--- config.mk ---
export PLATFORM = sky130hd
export DESIGN_NAME = bus_decoder
export DESIGN_NICKNAME = d
export VERILOG_FILES = /design/src/rtl/bus_decoder.sv
export SDC_FILE = /design/constraint.sdc
export NUM_CORES = 1
export LEC_CHECK = 0
export CAP_MARGIN = 15
export CELL_PAD_IN_SITES_DETAIL_PLACEMENT = 0
export CELL_PAD_IN_SITES_GLOBAL_PLACEMENT = 1
export CORE_MARGIN = 4
export CORE_UTILIZATION = 15
export DETAILED_ROUTE_END_ITERATION = 16
export PLACE_DENSITY_LB_ADDON = 0.1
export SLEW_MARGIN = 20
export SYNTH_ARGS = -nofsm -noshare
export SYNTH_HDL_FRONTEND = slang
export SYNTH_SLANG_ARGS = --single-unit
--- constraint.sdc ---
create_clock -name i_clk -period 3.2 [get_ports i_clk]
set_clock_uncertainty 0.2 [all_clocks]
set_input_delay 0.32 -clock i_clk [delete_from_list [all_inputs] [get_ports i_clk]]
set_output_delay 0.32 -clock i_clk [all_outputs]
set_load 0.005 [all_outputs]
--- src/rtl/bus_decoder.sv ---
// Address-decoding request router with an in-order outstanding queue that
// steers responses back upstream in issue order; unmapped targets answer with an error.
module bus_decoder #(
  parameter int ADDRESS_WIDTH   = 32,
  parameter int DATA_WIDTH      = 32,
  parameter int MASTERS         = 2,
  parameter int SELECT_WIDTH    = 2,
  parameter int MAX_OUTSTANDING = 4
) (
  input  logic                          i_clk,
  input  logic                          i_rst_n,
  input  logic                          i_request_valid,
  output logic                          o_request_ready,
  input  logic                          i_request_write,
  input  logic [ADDRESS_WIDTH-1:0]      i_request_address,
  input  logic [DATA_WIDTH-1:0]         i_request_data,
  output logic                          o_response_valid,
  input  logic                          i_response_ready,
  output logic [DATA_WIDTH-1:0]         o_response_data,
  output logic                          o_response_error,
  output logic [MASTERS-1:0]            o_master_request_valid,
  input  logic [MASTERS-1:0]            i_master_request_ready,
  output logic                          o_master_request_write,
  output logic [ADDRESS_WIDTH-1:0]      o_master_request_address,
  output logic [DATA_WIDTH-1:0]         o_master_request_data,
  input  logic [MASTERS-1:0]            i_master_response_valid,
  output logic [MASTERS-1:0]            o_master_response_ready,
  input  logic [MASTERS*DATA_WIDTH-1:0] i_master_response_data,
  input  logic [MASTERS-1:0]            i_master_response_error
);

  localparam int PW = $clog2(MAX_OUTSTANDING);
  localparam int CW = PW + 1;

  logic [MAX_OUTSTANDING-1:0][SELECT_WIDTH-1:0] r_q_idx;
  logic [MAX_OUTSTANDING-1:0]                   r_q_unm;
  logic [PW-1:0]                                r_wr_ptr;
  logic [PW-1:0]                                r_rd_ptr;
  logic [CW-1:0]                                r_count;

  logic                    w_full;
  logic                    w_empty;
  logic [SELECT_WIDTH-1:0] w_tgt;
  logic                    w_mapped;
  logic                    w_tgt_ready;
  logic [SELECT_WIDTH-1:0] w_head_idx;
  logic                    w_head_unm;
  logic                    w_push;
  logic                    w_pop;

  assign w_full     = (r_count == CW'(MAX_OUTSTANDING));
  assign w_empty    = (r_count == '0);
  assign w_tgt      = i_request_address[ADDRESS_WIDTH-1 -: SELECT_WIDTH];
  assign w_mapped   = (int'(w_tgt) < MASTERS);
  assign w_head_idx = r_q_idx[r_rd_ptr];
  assign w_head_unm = r_q_unm[r_rd_ptr];

  assign o_master_request_write   = i_request_write;
  assign o_master_request_address = i_request_address;
  assign o_master_request_data    = i_request_data;

  always_comb begin
    o_master_request_valid = '0;
    w_tgt_ready            = 1'b0;
    for (int k = 0; k < MASTERS; k++) begin
      if (w_mapped && int'(w_tgt) == k) begin
        o_master_request_valid[k] = i_request_valid && !w_full;
        w_tgt_ready               = i_master_request_ready[k];
      end
    end
    // Unmapped requests are absorbed locally; the queue answers them with an error.
    o_request_ready = !w_full && (w_mapped ? w_tgt_ready : 1'b1);
  end

  assign w_push = i_request_valid && o_request_ready;

  always_comb begin
    o_response_valid        = 1'b0;
    o_response_data         = '0;
    o_response_error        = 1'b0;
    o_master_response_ready = '0;
    if (!w_empty) begin
      if (w_head_unm) begin
        o_response_valid = 1'b1;
        o_response_error = 1'b1;
      end else begin
        // Only the head's port is listened to, so later responses wait in place.
        for (int k = 0; k < MASTERS; k++) begin
          if (int'(w_head_idx) == k) begin
            o_response_valid           = i_master_response_valid[k];
            o_response_data            = i_master_response_data[k*DATA_WIDTH +: DATA_WIDTH];
            o_response_error           = i_master_response_error[k];
            o_master_response_ready[k] = i_response_ready;
          end
        end
      end
    end
  end

  assign w_pop = o_response_valid && i_response_ready;

  always_ff @(posedge i_clk or negedge i_rst_n) begin
    if (!i_rst_n) begin
      r_q_idx  <= '0;
      r_q_unm  <= '0;
      r_wr_ptr <= '0;
      r_rd_ptr <= '0;
      r_count  <= '0;
    end else begin
      if (w_push) begin
        r_q_idx[r_wr_ptr] <= w_tgt;
        r_q_unm[r_wr_ptr] <= !w_mapped;
        r_wr_ptr          <= r_wr_ptr + 1'b1;
      end
      if (w_pop)
        r_rd_ptr <= r_rd_ptr + 1'b1;
      case ({w_push, w_pop})
        2'b10:   r_count <= r_count + 1'b1;
        2'b01:   r_count <= r_count - 1'b1;
        default: r_count <= r_count;
      endcase
    end
  end

endmodule
==> results by group <==
Outcome
  – Outcome: finished clean

Floorplan
  – Starting Density: 15.4%
  – Die H: 120 um
  – FP Rows: 40
  – Num ports: 243
  – Die area: 14300 um^2
  – Area of the core: 12100 um^2
  – Die width: 120 um

Placement
  – I/O Buffers: 116
  – GP Congestion: 0.713
  – Final HPWL DP: 5730 um

Clock tree
  – PostCTS Resize Cnt: 0
  – Skew-Pair Late Insertion Delay: 240 ps
  – CTS max path bufs: 2
  – Hold_buf cts: 0
  – Clock root buffer master: clkbuf_16
  – Post-CTS Setup Inserts: 0
  – CTS tree: done
  – CTS Buf Count: 3
  – H-tree levels: 1
  – Sink Count: 15
  – Clock-pin slew on the worst setup and hold paths: 50 ps

Cells and area
  – Layout cells sized above 1: 7.97%
  – Area grow syn2layout: 50.6%
  – Fillers: 1380
  – Layout Nets: 447
  – Diodes inserted: 0

Global routing
  – Largest net degree at the start of global routing: 35
  – Antenna violations before repair: 0
  – Vias in the first global route: 1835
  – First-pass GRT wire length: 10800 um
  – Total track usage: 9.42%
  – GRT overflow: 0

Setup path
  – Critical Path RT: 2680 ps
  – CP arrival: 2310 ps
  – Critical Path Max Stage Delay: 570 ps
  – Critical path, cell by cell: mux4_2 > buf_4 > nand2_1 > a21oi_1 > clkdlybuf4s50_1
  – Reg2Reg Setup Slack: 460 ps
  – CP max FO: 34
  – CP startpoint kind: register
  – Delay-heaviest family, CP: buffers and inverters
  – Critical path class: register to output port
  – Slowest stage cell, crit path: clkdlybuf4s50_1
  – CP Capture Type: output port
  – CP bufs+invs: 2

Power
  – Pwr Density: 1070 nW/um^2
  – P_leak: 1.12 nW
  – Design Power: 0.00302 W
  – Peak VDD IR: 0.000396 V

Routing
  – Wire per inst: 15.2 um
  – Initial DRC Count: 69
  – Post-Route WL: 7150 um
  – DRC violations left: 0
  – DRT Pass-1 Iters: 2
  – Routed vias: 1722
  – Antenna viol nets, final: 0
  – Vias per inst: 3.67

Timing
  – Setup-failing EPs final: 0
  – Fin. max-slew vios: 0
  – Worst slew pin tran: 748 ps
  – RSZ-0062 raised after global routing: no
  – Crit path time final: 2830 ps
  – Setup TNS: 0 ps
  – Normalized max-slew margin: 50.0%
  – Final hold violation count: 0
  – Final period util: 88.4%
  – Fmax: 0.354 GHz

Yosys
  – Area leader, netlist: buf_4
  – Sequential area share after synthesis: 20.1%
  – Mean Syn Cell Area: 7.41 um^2
  – Post-synthesis async set-or-reset flop share: 100%
  – Syn nets: 397
  – Synth top area cells: buf_4, dfrtp_1, nand2_1
  – Post-Synthesis Cells: 252
  – Most used DFF post-synth: dfrtp_1
  – Post-synth EDFFs: 0
  – Number of synthesized register bits: 15
  – Ys Warns: 0
  – Synth top area share: 26.1%
  – Mapped cell area: 1870 um^2
  – Unique masters post-synth: 28

Job
  – Max-Cap Viols: 0

Hold path
  – Hold Crit Class: register to register
[Yosys cell counts (2+ instances only)]
master and number:
mux2_1 4, buf_6 2, mux2_2 6, clkbuf_1 6, buf_1 2, nand2_1 69, xnor2_1 2, inv_1 8
dfrtp_1 15, nand2_2 4, nand2b_1 2, mux2i_1 6, nor3b_1 2, nor3_1 2, a21oi_1 35, ha_1 5
nor2_1 3, buf_2 2, buf_4 65, xor2_1 4
[layer usage]
metal	track usage, %	routed length (um)	vias to the layer above
li1	-	-	843
met1	11.3	2820	771
met2	15.9	3470	82
met3	2.83	598	26
met4	3.58	260	0
met5	0	0	-
[logic make-up (layout without fill, tap and decap cells)]
logic type                 after synthesis  after routing  share of synthesized area, %
buffers and inverters                   85            134                          31.1
xor gates and xnor gates                 6              6                          2.81
adders and majority gates                6              6                          4.42
and+or+nand+nor                         82             82                          17.8
DFF                                     15             15                          20.1
AOI/OAI and AO/OA                       40             40                          12.1
muxes                                   18             18                          11.7
[worst register-to-register path: stages, from the launching register on]
cell and delay (ps):
dfrtp_1 450, mux4_2 590, mux2i_4 220, a21boi_2 180
ha_1 200, inv_1 60, fa_1 370, xor2_1 150
nor2_1 110, xor2_1 140
[metrics by stage]
stage               util (%)  setup slack (ps)  area [um^2]  std cells  hold slack (ps)
global route            23.2               204         2810        469              318
floorplan                  -               522         1870        252             -176
finish                  23.2               372         2810        469              295
CTS                     23.2               308         2810        469              298
global placement        22.6               462         2730        465              283
detailed placement      22.6               454         2730        465              287
[flip-flops by register name, indices dropped and copies added (netlist names)]
name,flops
r_q_idx,5
r_count,3
r_q_unm,3
r_rd_ptr,2
r_wr_ptr,2
[cells in the final DEF (no fill, tap or decap), types with 2 or more instances in the layout]
master | Yosys | routed
a21oi_1 | 35 | 35
buf_4 | 65 | 6
clkbuf_16 | 0 | 3
clkdlybuf4s50_1 | 0 | 116
dfrtp_1 | 15 | 15
ha_1 | 5 | 5
inv_1 | 8 | 8
mux2_1 | 4 | 4
mux2_2 | 6 | 6
mux2i_1 | 6 | 6
nand2_1 | 69 | 69
nand2_2 | 4 | 4
nand2b_1 | 2 | 2
nor2_1 | 3 | 3
nor3_1 | 2 | 2
nor3b_1 | 2 | 2
xnor2_1 | 2 | 2
xor2_1 | 4 | 4
[worst paths after layout]
path                              from                  end  cells past startpoint
min reg2reg                 r_q_unm[2]           r_q_unm[2]                      1
min in group asynchronous      i_rst_n           r_q_unm[1]                      1
max                        r_rd_ptr[0]  o_response_data[31]                      5
max in group asynchronous      i_rst_n           r_count[0]                      1
max reg2reg                r_rd_ptr[0]           r_count[2]                      9
min                         r_q_unm[2]           r_q_unm[2]                      1
[layout make-up]
cell class / instances / area, um^2 / share of cell area [%]
Clock buffer: 3 / 75.1 / 2.67
Tap cell: 168 / 210 / 7.47
Inverter: 8 / 30.0 / 1.07
Multi-Input combinational cell: 152 / 912 / 32.4
Sequential cell: 15 / 375 / 13.3
Clock inverter: 1 / 5.00 / 0.178
Timing Repair Buffer: 122 / 1210 / 42.9
[power breakdown]
group	internal (W)	leakage (nW)	switching, W
logic	0.00125	0.904	0.00114
clock network	0.000167	0.0409	0.0000749
registers	0.000292	0.178	0.0000982
(Power assumes the default switching activity.)
